## src/rtl/mips_cpu_sequencer.sv

```systemverilog
// mips_cpu_sequencer
//   Multi-cycle instruction sequencer for the MIPS core. Owns the PC and the
//   branch-delay-slot successor (pc_next). It steps each instruction through
//   FETCH/DECODE/EXEC/MEM/WB, stalls on bus waitrequest and on mul/div, and
//   enters HALT when a fetch is attempted at address 0.
// Ports:
//   clk, reset            clock, async active-high reset
//   waitrequest           bus stall; an access completes when low
//   is_load/is_store      decoded memory-access class
//   writes_reg            non-load instruction writes a GPR
//   is_muldiv/muldiv_done mul/div request and completion
//   branch_taken/_target  branch outcome, sampled on EXEC exit
//   pc, pc_plus8          current instruction address and link value
//   state                 FETCH=0 DECODE=1 EXEC=2 MEM=3 WB=4 HALT=5
//   read, write, addr_sel bus strobes; addr_sel=1 selects data address
//   ir_write              latch instruction word
//   reg_write_en          register-file write enable
//   muldiv_start          one-cycle mul/div start pulse
//   active                core running
module mips_cpu_sequencer #(
  parameter logic [31:0] RESET_VECTOR = 32'hBFC00000
) (
  input  logic        clk,
  input  logic        reset,
  input  logic        waitrequest,
  input  logic        is_load,
  input  logic        is_store,
  input  logic        writes_reg,
  input  logic        is_muldiv,
  input  logic        muldiv_done,
  input  logic        branch_taken,
  input  logic [31:0] branch_target,
  output logic [31:0] pc,
  output logic [31:0] pc_plus8,
  output logic [2:0]  state,
  output logic        read,
  output logic        write,
  output logic        addr_sel,
  output logic        ir_write,
  output logic        reg_write_en,
  output logic        muldiv_start,
  output logic        active
);

  typedef enum logic [2:0] {
    S_FETCH  = 3'd0,
    S_DECODE = 3'd1,
    S_EXEC   = 3'd2,
    S_MEM    = 3'd3,
    S_WB     = 3'd4,
    S_HALT   = 3'd5
  } state_t;

  state_t      r_state;
  state_t      w_state_nxt;
  logic [31:0] r_pc;
  logic [31:0] r_pc_next;
  logic        r_md_busy;

  logic w_commit;
  logic w_md_set;
  logic w_read;
  logic w_write;
  logic w_addr_sel;
  logic w_ir_write;
  logic w_reg_write_en;
  logic w_muldiv_start;

  always_ff @(posedge clk or posedge reset) begin
    if (reset) begin
      r_state   <= S_FETCH;
      r_pc      <= RESET_VECTOR;
      r_pc_next <= RESET_VECTOR + 32'd4;
      r_md_busy <= 1'b0;
    end else begin
      r_state <= w_state_nxt;
      if (w_md_set)
        r_md_busy <= 1'b1;
      else if (w_commit)
        r_md_busy <= 1'b0;
      // Delay slot: the instruction after a branch always runs, so the branch
      // outcome only redirects the successor of the next PC.
      if (w_commit) begin
        r_pc      <= r_pc_next;
        r_pc_next <= branch_taken ? branch_target : r_pc_next + 32'd4;
      end
    end
  end

  always_comb begin
    w_state_nxt    = r_state;
    w_commit       = 1'b0;
    w_md_set       = 1'b0;
    w_read         = 1'b0;
    w_write        = 1'b0;
    w_addr_sel     = 1'b0;
    w_ir_write     = 1'b0;
    w_reg_write_en = 1'b0;
    w_muldiv_start = 1'b0;
    case (r_state)
      S_FETCH: begin
        if (r_pc == '0) begin
          w_state_nxt = S_HALT;
        end else begin
          w_read = 1'b1;
          if (!waitrequest) begin
            w_ir_write  = 1'b1;
            w_state_nxt = S_DECODE;
          end
        end
      end
      S_DECODE: w_state_nxt = S_EXEC;
      S_EXEC: begin
        // Commit on the muldiv_done cycle itself; otherwise the still-asserted
        // is_muldiv would restart the unit once md_busy clears.
        if (r_md_busy) begin
          w_commit = muldiv_done;
        end else if (is_muldiv) begin
          w_muldiv_start = 1'b1;
          w_md_set       = 1'b1;
        end else begin
          w_commit = 1'b1;
        end
        if (w_commit) begin
          if (is_load || is_store)
            w_state_nxt = S_MEM;
          else if (writes_reg)
            w_state_nxt = S_WB;
          else
            w_state_nxt = S_FETCH;
        end
      end
      S_MEM: begin
        w_addr_sel = 1'b1;
        w_read     = is_load;
        w_write    = is_store & ~is_load;
        if (!waitrequest)
          w_state_nxt = is_load ? S_WB : S_FETCH;
      end
      S_WB: begin
        w_reg_write_en = 1'b1;
        w_state_nxt    = S_FETCH;
      end
      S_HALT:  w_state_nxt = S_HALT;
      default: w_state_nxt = S_FETCH;
    endcase
  end

  assign pc           = r_pc;
  assign pc_plus8     = r_pc + 32'd8;
  assign state        = r_state;
  assign read         = w_read & ~reset;
  assign write        = w_write & ~reset;
  assign addr_sel     = w_addr_sel & ~reset;
  assign ir_write     = w_ir_write & ~reset;
  assign reg_write_en = w_reg_write_en & ~reset;
  assign muldiv_start = w_muldiv_start & ~reset;
  assign active       = ~reset & (r_state != S_HALT);

endmodule

```

## config.mk

```make
export PLATFORM = sky130hd
export DESIGN_NAME = mips_cpu_sequencer
export DESIGN_NICKNAME = d
export VERILOG_FILES = /design/src/rtl/mips_cpu_sequencer.sv
export SDC_FILE = /design/constraint.sdc
export NUM_CORES = 1
export LEC_CHECK = 0
export ABC_AREA = 1
export BUFFER_PORTS_ARGS = -buffer_cell sky130_fd_sc_hd__buf_4
export CAP_MARGIN = 0
export CORE_MARGIN = 2
export CORE_UTILIZATION = 35
export DETAILED_ROUTE_END_ITERATION = 16
export GPL_ROUTABILITY_DRIVEN = 0
export SETUP_SLACK_MARGIN = 0.1
export SYNTH_ARGS = -nofsm -noshare
export SYNTH_HDL_FRONTEND = slang
export SYNTH_SLANG_ARGS = --single-unit
```

## constraint.sdc

```tcl
create_clock -name clk -period 2.3 [get_ports clk]
set_input_delay 0 -clock clk [delete_from_list [all_inputs] [get_ports clk]]
set_output_delay 0 -clock clk [all_outputs]
set_load 0.05 [all_outputs]
```

# Yosys cells after proc, flatten, opt, wreduce, memory -nomap -nowiden
# Index checks and enable logic that the tools add are counted.
[totals] ff_bits=68 word_cells=56
[classes] n_addsub=2 n_eq_ne=9 mux=26 bitwise_logic=10 n_reduce_logical=5
[ops] cell="32-bit by 3-bit adder with 32-bit output, second input constant" n=1
[ops] cell="32-bit by 4-bit adder with 32-bit output, second input constant" n=1
[ops] cell="32-bit logical NOT" n=1
[ops] cell="32-bit two-way mux" n=1
[ops] cell="3-bit two-way mux" n=7
[ops] cell="1-bit two-way mux" n=16
[ops] cell="3-bit case mux with 5 select lines" n=1
[ops] cell="1-bit AND" n=8
[ops] cell="3-bit by 2-bit equality test with 1-bit output, second input constant" n=2
[ops] cell="3-bit equality test, second input constant" n=2
[ops] cell="3-bit inequality test, second input constant" n=2
[ops] cell="2-bit inequality test, second input constant" n=2
[ops] cell="3-bit by 1-bit equality test with 1-bit output, second input constant" n=1
[ops] cell="3-bit logical NOT" n=1
[ops] cell="3-bit AND reduction" n=1
[ops] cell="1-bit NOT" n=2
[ops] cell="1-bit case mux with 2 select lines" n=1
[ops] cell="2-bit nonzero test" n=1
[ops] cell="1-bit logical OR" n=1

# Longest topological paths before layout
[depth] depth_word=6 mapped_depth=10

# Worst setup path before layout
# Ideal clock, no wire load.
[synth_timing] kind="register to output" start="register r_state[0] (netlist: state[0])" end="output write" t_arrival_ps=3167 setup_slack_ps=-867 stages_incl_launch_ff=5 n_path_buf=0 cell_sequence="dfrtp_1 inv_2 nor4_1 nand2_1 nor2_1"
[synth_via] elab_chain_len=3
[synth_lines] element="start: declaration" line="54" source="state_t r_state;"
[synth_lines] element="start signal: assignment" line="76" source="r_state <= w_state_nxt;"
[synth_lines] element="3-bit by 2-bit equality test with 1-bit output" line="100" source="case (r_state)"
[synth_lines] element="1-bit two-way mux" line="100"
[synth_lines] element="1-bit AND" line="153" source="assign write = w_write & ~reset;"
[synth_lines] element="end: declaration" line="37" source="output logic write,"
# No other way between the ends.

# Worst setup path after layout
[layout_timing] start="register r_pc[4] (netlist: pc[4])" end="output pc_plus8[19]"
[layout_via] elab_chain_len=1
[layout_lines] element="start: declaration" line="56" source="logic [31:0] r_pc;"
[layout_lines] element="start signal: assignment" line="84" source="r_pc <= r_pc_next;"
[layout_lines] element="32-bit by 4-bit adder with 32-bit output" line="150" source="assign pc_plus8 = r_pc + 32'd8;"
[layout_lines] element="end: declaration" line="34" source="output logic [31:0] pc_plus8,"
# No other way between the ends.

==> impl_metrics.tcl <==
set metrics [dict create \
    worstReg2RegEnd "r_pc_next[9]$_DFFE_PP0P_" \
    reg2reg_from "state[2]$_DFFE_PP0P_" \
    yosysSeqAreaShare_pct 36.0 \
    period_share_pct 87.4 \
    path_clk_slew_ps 60 \
    io-pin-count 115 \
    yosysWarnings 0 \
    synthArstFlopShare_pct 100 \
    synthesis.area_sq_um 4800 \
    nets 894 \
    postSynthCellCount 722 \
    synth.most_common_cell "nand2_1" \
    viasPerCell 4.72 \
    drv_slew 0 \
    skew_ps 4.23 \
    arrival_ps 2010 \
    vias 4875 \
    wl_per_cell_um 13.8 \
    start_util_pct 36.1 \
    worst_pin_slew_ps 529 \
    synth-compound-area-share_pct 9.08 \
    die_area_sq_um 14700 \
    route.detailed.drc 0 \
    core_area_sq_um 13300 \
    htreeDepth 3 \
    power_density_nw_per_um2 1430 \
    finalHoldViolCount 0 \
    drtAntennaViolNets 0 \
    drt_pass1_iterations 5 \
    start_kind "register" \
    synth_edf_count 0 \
    layout-drive-gt1-share_pct 23.0 \
    synthAdderAreaFrac_pct 0.522 \
    syn_avg_cell_area_sq_um 6.64 \
    drt_iter0_markers 332 \
    cts_buffers 9 \
    grt_pass1_wl_um 23300 \
    hold_depth 5 \
    finalWirelength_um 14200 \
    hold_class "input port to register" \
    synth_xor_area_share_pct 4.20 \
    clock.fmax_mhz 497 \
    whs_endpoint "r_pc_next[21]$_DFFE_PP0P_" \
    reg2reg_depth 9 \
    ys_ff_latch 68 \
    syn2layout_area_growth_pct 32.9 \
    synth_fp_nets 765 \
    ys_dominant_reg_cell "dfrtp_1" \
    peakVddDrop_v 0.000576 \
    grt_overflow 0 \
    cts_tree "done" \
    port_buffers 114 \
    worstSkewPairLatency_ps 340 \
    grt_util_all_layers_pct 20.1 \
    slew_headroom_pct 64.7 \
    cts_sinks 68 \
    pre_cts_ws_ps 555 \
    diodes 0 \
    setup_tns_ps 0 \
    yosysUniqueCellTypes 37 \
    crit_fanout 5 \
    grt_setup_unrepaired "false" \
    grt_max_degree 48 \
    hpwl_um 10800 \
    post_cts_buffers 0 \
    timing.final.ws_setup_ps 290 \
    finalCriticalPeriod_ps 2010 \
    synth.top_cell.area_share_pct 25.6 \
    status "completed" \
    final_core_util_pct 47.9 \
    first_global_vias 4544 \
    synth_top_area_cell "dfrtp_1" \
    setup_viol 0 \
    synth_top_family_by_area "simple AND/OR/NAND/NOR gates" \
    maxCapViolations 0 \
    synth_mux_area_share_pct 0 \
    critPathCaptureType "output pin" \
    antenna_found_initial 0 \
    worstSetupPathType "register to output pin" \
    required_ps 2300 \
    clockBufferDepth 2 \
    synthTopCellsByArea "dfrtp_1, nand2_1, dfstp_2" \
    synthSimpleGateAreaFrac_pct 40.8 \
    regToRegSetupSlack_ps 580 \
    die_x_um 121 \
    synthTopCellsByCount "nand2_1, nor2_1, inv_1, dfrtp_1, nand3_1" \
    holdCritStartpoint "branch_target[21]" \
    core.rowCount 42 \
    clock-root-buffer "clkbuf_16" \
    p_leak_nw 3.10 \
    die_h_um 121 \
]
==> worst max-delay path, stage by stage, from the launching register on <==
cell and delay [ps]:
dfrtp_2 420, ha_1 180, nand2_1 80, inv_2 100, nand2_4 90, nor2_8 130, nand2_1 90, nor2_1 220
xor2_2 150, buf_4 200
==> cell type report <==
cell class	instances	area, sq um
multi-input combinational	547	2670
clock inverter	3	45.0
tap	176	220
fill	1393	6920
sequential	68	1730
clock buffer	13	260
inverter	84	315
timing repair buffer	141	1140
==> through the flow <==
stage | total power, mW | cells | instance area, sq um | hold slack (ps)
detailed placement | 7.67 | 995 | 5860 | 138
global route | 9.68 | 1032 | 6370 | 30.6
finish | 9.10 | 1032 | 6370 | 4.90
global placement | 7.62 | 995 | 5860 | 131
floorplan | 6.15 | 722 | 4840 | 72.0
CTS | 9.13 | 1032 | 6370 | 0.575
==> placed cells by master (no fill, tap or decap), drive strengths merged <==
master and instances:
a21o 2, xor2 23, o21a 1, o21ai 44, ha 2, clkinvlp 2
dfrtp 49, nand2 249, buf 120, inv 84, nand4 8, nor2 112
nor3 19, o211ai 4, clkbuf 13, bufinv 1, dlygate4sd3 21, o22ai 5
a21oi 16, nor3b 1, nand3 43, nor4 1, a22oi 1, o21bai 4
o31ai 1, nand3b 10, dfstp 19, a31oi 1
==> how the worst max path moves through the flow <==
stage / from / endpoint / cells after the start
CTS: pc[4]$_DFFE_PP0P_ / pc_plus8[23] / 9
floorplan: state[1]$_DFFE_PP0P_ / write / 4
finish: pc[4]$_DFFE_PP0P_ / pc_plus8[19] / 9
global route: pc[4]$_DFFE_PP0P_ / pc_plus8[23] / 9
detailed placement: state[2]$_DFFE_PP0P_ / r_pc_next[6]$_DFFE_PP0P_ / 8
global placement: pc[4]$_DFFE_PP0P_ / pc_plus8[23] / 9
==> registers in the layout, indices dropped and copies added, names as in the netlist <==
| name | flops |
|---|---|
| pc | 32 |
| r_pc_next | 32 |
| state | 3 |
| r_md_busy | 1 |
==> routing by layer <==
layer	global-route usage [%]	share of wire, %	vias up
met5	0	0	-
met1	29.9	49	2167
met4	8.14	2.0	0
li1	-	-	2526
met3	2.73	6.1	22
met2	29.0	42	160
==> report_power, final <==
group          switching (mW)  internal, mW  leakage (nW)
Clock                   0.513         0.899         0.142
Combinational            3.52          1.51          2.16
Sequential              0.808          1.85         0.803
Total                    4.84          4.25          3.10
==> cells by family (layout without fill, tap and decap cells) <==
kind of cell               count (synthesis)  in the layout
and+or+nand+nor                          443            443
adders and majority gates                  2              2
xor gates and xnor gates                  23             23
buffers and inverters                    107            241
DFF                                       68             68
AOI/OAI and AO/OA                         79             79
==> timing repair <==
| action | CTS | global route |
|---|---|---|
| resized for setup | 0 | 2 |
| endpoints found under the hold margin | 30 | 0 |
| endpoints found under the setup margin | 0 | 3 |
| hold buffers | 21 | 0 |
No activity file was read; power rests on OpenSTA's default activity.
